## config.mk

```make
export PLATFORM = sky130hd
export DESIGN_NAME = multicycle_controller
export DESIGN_NICKNAME = d
export VERILOG_FILES = /design/src/rtl/multicycle_controller.sv
export SDC_FILE = /design/constraint.sdc
export NUM_CORES = 1
export LEC_CHECK = 0
export CORE_AREA = 2 2 47 49
export CTS_CLUSTER_DIAMETER = 80
export CTS_CLUSTER_SIZE = 30
export DETAILED_ROUTE_END_ITERATION = 12
export DIE_AREA = 0 0 49 51
export GPL_ROUTABILITY_DRIVEN = 0
export GPL_TIMING_DRIVEN = 0
export PLACE_DENSITY = 0.91
export SLEW_MARGIN = 10
export SYNTH_ARGS = -nofsm -noshare
export SYNTH_HDL_FRONTEND = slang
export SYNTH_SLANG_ARGS = --single-unit
```

## constraint.sdc

```tcl
create_clock -name clk -period 6.7 [get_ports clk]
set_input_delay 1.34 -clock clk [delete_from_list [all_inputs] [get_ports clk]]
set_output_delay 1.34 -clock clk [all_outputs]
set_load 0.02 [all_outputs]
```

## src/rtl/multicycle_controller.sv

```systemverilog
// Multi-cycle FSM controller for the MIPS-lite datapath.
// Sequences FETCH/DECODE/EXEC/MEM/WB over one shared ALU and one memory port,
// and decodes per-state strobes from the current state plus the IR opcode/funct.
// Optional build macro MC_MEM_WAIT_EN: memory states stall until mem_ready=1.
module multicycle_controller #(
  parameter int STATE_W = 4
) (
  input  logic               clk,
  input  logic               reset,
  input  logic [5:0]         opcode,
  input  logic [5:0]         funct,
  input  logic               zero,
  input  logic               overflow,
  input  logic               positive,
  input  logic               mem_ready,
  output logic               pc_write,
  output logic               ir_write,
  output logic [1:0]         alu_ctl,
  output logic               alu_src,
  output logic               ext_op,
  output logic [1:0]         reg_dst,
  output logic [1:0]         reg_src,
  output logic               flag,
  output logic               reg_write,
  output logic               mem_read,
  output logic               mem_write,
  output logic [1:0]         npc_sel,
  output logic               instr_done,
  output logic               illegal,
  output logic [STATE_W-1:0] state_dbg
);

  localparam logic [5:0] OP_RTYPE = 6'h00;
  localparam logic [5:0] OP_J     = 6'h02;
  localparam logic [5:0] OP_JAL   = 6'h03;
  localparam logic [5:0] OP_BEQ   = 6'h04;
  localparam logic [5:0] OP_ADDI  = 6'h08;
  localparam logic [5:0] OP_ADDIU = 6'h09;
  localparam logic [5:0] OP_ORI   = 6'h0D;
  localparam logic [5:0] OP_LUI   = 6'h0F;
  localparam logic [5:0] OP_LW    = 6'h23;
  localparam logic [5:0] OP_SW    = 6'h2B;

  localparam logic [5:0] FN_JR    = 6'h08;
  localparam logic [5:0] FN_ADDU  = 6'h21;
  localparam logic [5:0] FN_SUBU  = 6'h23;
  localparam logic [5:0] FN_SLT   = 6'h2A;

  // FETCH is the first enumerator, so it encodes as zero on state_dbg.
  typedef enum logic [STATE_W-1:0] {
    FETCH,
    DECODE,
    EXEC_R,
    EXEC_I,
    MEM_ADDR,
    MEM_RD,
    MEM_WR,
    WB_R,
    WB_I,
    WB_MEM,
    BRANCH,
    JUMP
  } state_t;

  state_t state;
  state_t next_state;

  logic       mem_done;
  logic       r_legal;
  logic       r_is_jr;
  logic       r_is_slt;
  logic [1:0] r_alu_ctl;
  logic [1:0] i_alu_ctl;
  logic       i_ext_op;

`ifdef MC_MEM_WAIT_EN
  assign mem_done = mem_ready;
`else
  logic unused_mem_ready;
  assign unused_mem_ready = mem_ready;
  assign mem_done = 1'b1;
`endif

  assign state_dbg = state;

  // Classify the R-type funct field and pick its ALU operation (slt subtracts).
  always_comb begin
    r_legal   = 1'b0;
    r_is_jr   = 1'b0;
    r_is_slt  = 1'b0;
    r_alu_ctl = 2'b00;
    case (funct)
      FN_ADDU: r_legal = 1'b1;
      FN_SUBU: begin
        r_legal   = 1'b1;
        r_alu_ctl = 2'b01;
      end
      FN_SLT: begin
        r_legal   = 1'b1;
        r_is_slt  = 1'b1;
        r_alu_ctl = 2'b01;
      end
      FN_JR: begin
        r_legal = 1'b1;
        r_is_jr = 1'b1;
      end
      default: r_legal = 1'b0;
    endcase
  end

  // Pick ALU operation and immediate extension for the I-type arithmetic group.
  always_comb begin
    i_alu_ctl = 2'b00;
    i_ext_op  = 1'b0;
    case (opcode)
      OP_ORI:  i_alu_ctl = 2'b10;
      OP_LUI:  i_alu_ctl = 2'b11;
      OP_ADDI, OP_ADDIU: begin
        i_alu_ctl = 2'b00;
        i_ext_op  = 1'b1;
      end
      default: i_alu_ctl = 2'b00;
    endcase
  end

  // State register; reset always returns the sequence to FETCH.
  always_ff @(posedge clk) begin
    if (reset) begin
      state <= FETCH;
    end else begin
      state <= next_state;
    end
  end

  // Next-state and strobe decode; reset forces every strobe low so nothing is half-written.
  always_comb begin
    next_state = state;
    pc_write   = 1'b0;
    ir_write   = 1'b0;
    alu_ctl    = 2'b00;
    alu_src    = 1'b0;
    ext_op     = 1'b0;
    reg_dst    = 2'b00;
    reg_src    = 2'b00;
    flag       = 1'b0;
    reg_write  = 1'b0;
    mem_read   = 1'b0;
    mem_write  = 1'b0;
    npc_sel    = 2'b00;
    instr_done = 1'b0;
    illegal    = 1'b0;
    if (reset) begin
      next_state = FETCH;
    end else begin
      case (state)
        FETCH: begin
          mem_read = 1'b1;
          if (mem_done) begin
            ir_write   = 1'b1;
            pc_write   = 1'b1;
            next_state = DECODE;
          end
        end
        DECODE: begin
          case (opcode)
            OP_RTYPE: begin
              if (r_legal) begin
                next_state = EXEC_R;
              end else begin
                illegal    = 1'b1;
                instr_done = 1'b1;
                next_state = FETCH;
              end
            end
            OP_ORI, OP_LUI, OP_ADDI, OP_ADDIU: next_state = EXEC_I;
            OP_LW, OP_SW:                      next_state = MEM_ADDR;
            OP_BEQ:                            next_state = BRANCH;
            OP_J, OP_JAL:                      next_state = JUMP;
            default: begin
              illegal    = 1'b1;
              instr_done = 1'b1;
              next_state = FETCH;
            end
          endcase
        end
        EXEC_R: begin
          alu_ctl = r_alu_ctl;
          if (r_is_jr) begin
            pc_write   = 1'b1;
            npc_sel    = 2'b11;
            instr_done = 1'b1;
            next_state = FETCH;
          end else begin
            next_state = WB_R;
          end
        end
        WB_R: begin
          alu_ctl    = r_alu_ctl;
          reg_write  = 1'b1;
          reg_dst    = 2'b01;
          if (r_is_slt) begin
            reg_src = 2'b10;
            flag    = ~positive;
          end
          instr_done = 1'b1;
          next_state = FETCH;
        end
        EXEC_I: begin
          alu_src    = 1'b1;
          alu_ctl    = i_alu_ctl;
          ext_op     = i_ext_op;
          next_state = WB_I;
        end
        WB_I: begin
          alu_src   = 1'b1;
          alu_ctl   = i_alu_ctl;
          ext_op    = i_ext_op;
          reg_write = 1'b1;
          if (opcode == OP_ADDI && overflow) begin
            reg_dst = 2'b10;
            reg_src = 2'b10;
            flag    = 1'b1;
          end
          instr_done = 1'b1;
          next_state = FETCH;
        end
        MEM_ADDR: begin
          alu_src    = 1'b1;
          ext_op     = 1'b1;
          next_state = (opcode == OP_SW) ? MEM_WR : MEM_RD;
        end
        MEM_RD: begin
          alu_src  = 1'b1;
          ext_op   = 1'b1;
          mem_read = 1'b1;
          if (mem_done) begin
            next_state = WB_MEM;
          end
        end
        WB_MEM: begin
          reg_write  = 1'b1;
          reg_src    = 2'b01;
          instr_done = 1'b1;
          next_state = FETCH;
        end
        MEM_WR: begin
          alu_src   = 1'b1;
          ext_op    = 1'b1;
          mem_write = 1'b1;
          if (mem_done) begin
            instr_done = 1'b1;
            next_state = FETCH;
          end
        end
        BRANCH: begin
          alu_ctl    = 2'b01;
          npc_sel    = 2'b01;
          pc_write   = zero;
          instr_done = 1'b1;
          next_state = FETCH;
        end
        JUMP: begin
          pc_write = 1'b1;
          npc_sel  = 2'b10;
          if (opcode == OP_JAL) begin
            reg_write = 1'b1;
            reg_dst   = 2'b11;
            reg_src   = 2'b11;
          end
          instr_done = 1'b1;
          next_state = FETCH;
        end
        default: next_state = FETCH;
      endcase
    end
  end

endmodule

```

Word-level counts from Yosys, hierarchy flattened

Index checks and enable logic that the tools add are counted.
Widths: inputs -> output; s select.

Output and inout port bits: 22
Logic and storage cells: 93
Bits in registers: 4

Reduce and logical (&&, ||, !) cells: 18
Mux-type cells: 49
Equal/unequal tests: 24
Bitwise gates (word level): 1

Operators with widths:

| operator           | count |
|---|---|
| $eq 6x4->1 const B | 5 |
| $eq 6x6->1 const B | 5 |
| $mux 1             | 25 |
| $pmux 4 s6         | 1 |
| $mux 2             | 10 |
| $pmux 4 s5         | 1 |
| $pmux 2 s3         | 3 |
| $eq 4x3->1 const B | 4 |
| $eq 4x4->1 const B | 4 |
| $reduce_or 2->1    | 8 |
| $eq 6x2->1 const B | 2 |
| $reduce_or 9->1    | 1 |
| $eq 4x2->1 const B | 2 |
| $pmux 1 s2         | 4 |
| $pmux 2 s4         | 1 |
| $reduce_or 4->1    | 2 |
| $eq 6x3->1 const B | 1 |
| $logic_not 6->1    | 1 |
| $pmux 1 s3         | 2 |
| $reduce_or 3->1    | 2 |
| $reduce_or 6->1    | 1 |
| $reduce_or 5->1    | 1 |
| $eq 4x1->1 const B | 1 |
| $logic_not 4->1    | 1 |
| other kinds (4)    | 4 |

Logic depth before layout (Yosys ltp)

Word-level depth: 7
Gate-level depth with buffers: 6

Worst setup path before layout

No wires, ideal clock.

Path kind: input-to-output
From: in reset
To: out alu_ctl[0]
Required time: 5360 ps
Arrival: 2979 ps
Path slack: 2381 ps
Stages: 4
Cell sequence: clkbuf_1 > or2_2 > nor4b_1 > o2bb2ai_1

Longest elaborated chain between the ends: 1

Ends and longest elaborated chain:

| item            | line | RTL |
|---|---|---|
| start, declared | 9    | `input logic reset,` |
| $mux 2          | 152  | `if (reset) begin` |
| end, declared   | 18   | `output logic [1:0] alu_ctl,` |

Every way passes these cells.

Worst setup path after layout

From: in funct[1]
To: out npc_sel[1]

Longest elaborated chain between the ends: 5

Ends and longest elaborated chain:

| item            | line | RTL |
|---|---|---|
| start, declared | 11   | `input logic [5:0] funct,` |
| $eq 6x4->1      | 92   | `case (funct)` |
| $mux 1          | 92   |  |
| $mux 2          | 188  | `if (r_is_jr) begin` |
| $pmux 2 s3      | 155  | `case (state)` |
| $mux 2          | 152  |  |
| end, declared   | 27   | `output logic [1:0] npc_sel,` |

Every way passes these cells.

==> run metrics <==
status finished clean; #FFs+latches synth 4; crit end category output pin; sum of negative setup slack 0 ns; LEAKAGE 0.411 nW; Setup Fix Bufs, Post-CTS 0; # DRC 0; Max VDD drop 0.0679 mV; YS warnings 0; Layout Skew 0.00579 ns; Synth cell types 46; Skew-Pair Late Insertion Delay 0.24 ns; syn_nets 147; height of the die 51 um; Die X 49 um; Synth-to-Final Area Change 49.4%; CP required 5.36 ns; Yosys top cell area share 0.0947; FP Rows 17; largest net degree at the start of global routing 11; synth top area cells dfxtp_1, a21oi_1, nor2_1; Largest register FFs 4; Clock Path Buffers 2; final hold violation count 0; Mapped Avg Cell Area 6.56 um^2; Worst Setup Slack, final 1.52 ns; Core Region 2060 um^2; First-pass DRT Iterations 4; Initial DRC Count 72; Placement Setup Slack 1.55 ns; Slew Limit Headroom 0.557; CTS tree done; Worst-Margin Slew 0.655 ns; Mapped Cells 129; DR vias 1204; Crit Path Max Fanout 4; Main synth FF type dfxtp_1; asr flop ratio synth 0; first-pass GRT wire length 4750 um; initial antenna violation count 0; CP arrival 3.84 ns; Synth area leader dfxtp_1; register area share after synthesis 0.0947; CTS Sinks 4; Final Slew Violations 0; worst min path class reg -> reg; total track usage 0.234; I/O Pins 40; RSZ-0062 raised after global routing no; final wirelength 2970 um; full die area 2500 um^2; FMAX 193 MHz; share of cells above drive strength 1 0.0476; Final setup viols 0; via/cell ratio 6.14; Netlist Area Pre-Place 846 um^2; Power Dens Cells 92.5 nW/um^2; final worst-path cycle share 0.773; GR Overflow Total 0; Antenna Nets Post-Route 0; crit path launch type input port; vias in the first global route 1181; Final Util 0.612; Worst-path clk slew 0.04 ns; Resize count post-CTS 0; CP Class in -> out; TritonCTS Buffers 3; Tmin final 5.18 ns; ANT cells 0; Buffers on Ports 36; DP HPWL 2230 um; root buffer cell clkbuf_4; Routed WL per cell 15.1 um; nets 188; initial core utilization 0.410; Hold-fix buffers, CTS 0; max-cap viol count 0; EDFF count, synth 0; H-tree depth 1
[power breakdown]
part | switching [mW] | internal [mW] | total, mW
registers | 0.00178 | 0.0251 | 0.0268
clock network | 0.0100 | 0.0200 | 0.0301
logic | 0.0330 | 0.0269 | 0.0600
[critical path, stage by stage]
cell             delay (ns)
clkdlybuf4s50_1        0.46
or4_4                  0.60
or2_1                  0.27
or3_1                  0.33
a211oi_2               0.21
clkdlybuf4s50_1        0.63
[layout make-up]
| type | count | area [um^2] |
|---|---|---|
| plain buffers | 12 | 45.0 |
| clock buffers | 3 | 22.5 |
| fillers | 201 | 800 |
| inverters | 3 | 11.3 |
| multi-input cells | 110 | 709 |
| flip-flops and latches | 4 | 80.1 |
| well taps | 28 | 35.0 |
| repair buffers | 36 | 360 |
[metrics by stage]
| stage | instances | hold slack, ns | cell area [um^2] | power (mW) |
|---|---|---|---|---|
| 2_1_floorplan | 129 | 0.731 | 846 | 0.0592 |
| 3_3_place_gp | 193 | 0.699 | 1240 | 0.0833 |
| 3_5_place_dp | 193 | 0.754 | 1240 | 0.0851 |
| 4_1_cts | 196 | 0.752 | 1260 | 0.116 |
| 5_1_grt | 196 | 0.829 | 1260 | 0.123 |
| 6_report | 196 | 0.771 | 1260 | 0.117 |
[final timing paths]
path / cells after the start / startpoint / slack [ns] / to
hold / removal: 4 / state_dbg[0] / 0.77 / state_dbg[2]
setup reg to reg: 4 / state_dbg[0] / 4.95 / state_dbg[0]
hold reg to reg: 4 / state_dbg[0] / 0.77 / state_dbg[2]
setup / recovery: 6 / funct[1] / 1.52 / npc_sel[1]
[per-layer routing]
metal,vias to the layer above,share of wire,wire length (um),track usage
met5,-,0,0,0
met4,0,0.025,73,0.129
met3,11,0.087,259,0.0292
met2,87,0.49,1450,0.438
met1,545,0.40,1180,0.256
li1,561,-,-,-
[layout by cell type (no fill, tap or decap), types with 3 or more instances in the layout]
| cell | Yosys | layout |
|---|---|---|
| xor2_1 | 3 | 3 |
| a21oi_1 | 13 | 13 |
| dfxtp_1 | 4 | 4 |
| nor4b_1 | 4 | 4 |
| o21a_1 | 3 | 3 |
| nor3_1 | 6 | 6 |
| nand2b_1 | 5 | 5 |
| nor3b_1 | 4 | 4 |
| or2_2 | 3 | 3 |
| nor2b_1 | 8 | 8 |
| nand2_1 | 4 | 4 |
| clkbuf_4 | 0 | 3 |
| clkdlybuf4s50_1 | 0 | 36 |
| clkbuf_1 | 10 | 10 |
| nor2_1 | 15 | 15 |
| inv_1 | 3 | 3 |
[synth_stat cells (all sizes together) (2+ instances only)]
cell,number
a211oi,2
a21o,2
a21oi,13
a41oi,2
and3b,2
buf,2
clkbuf,10
dfxtp,4
inv,3
nand2,4
nand2b,5
nand3,2
nand3b,2
nand4,2
nor2,15
nor2b,8
nor3,6
nor3b,4
nor4,2
nor4b,4
o21a,3
o21ai,2
o31ai,2
o32ai,2
or2,4
or3,2
xor2,3
[logic make-up after synthesis]
kind of cell / count (synthesis) / share of synthesized area
DFF: 4 / 0.0947
AOI/OAI and AO/OA: 39 / 0.325
and+or+nand+nor: 67 / 0.472
buffers and inverters: 15 / 0.0666
xor gates and xnor gates: 4 / 0.0414
No activity file was read; power rests on OpenSTA's default activity.
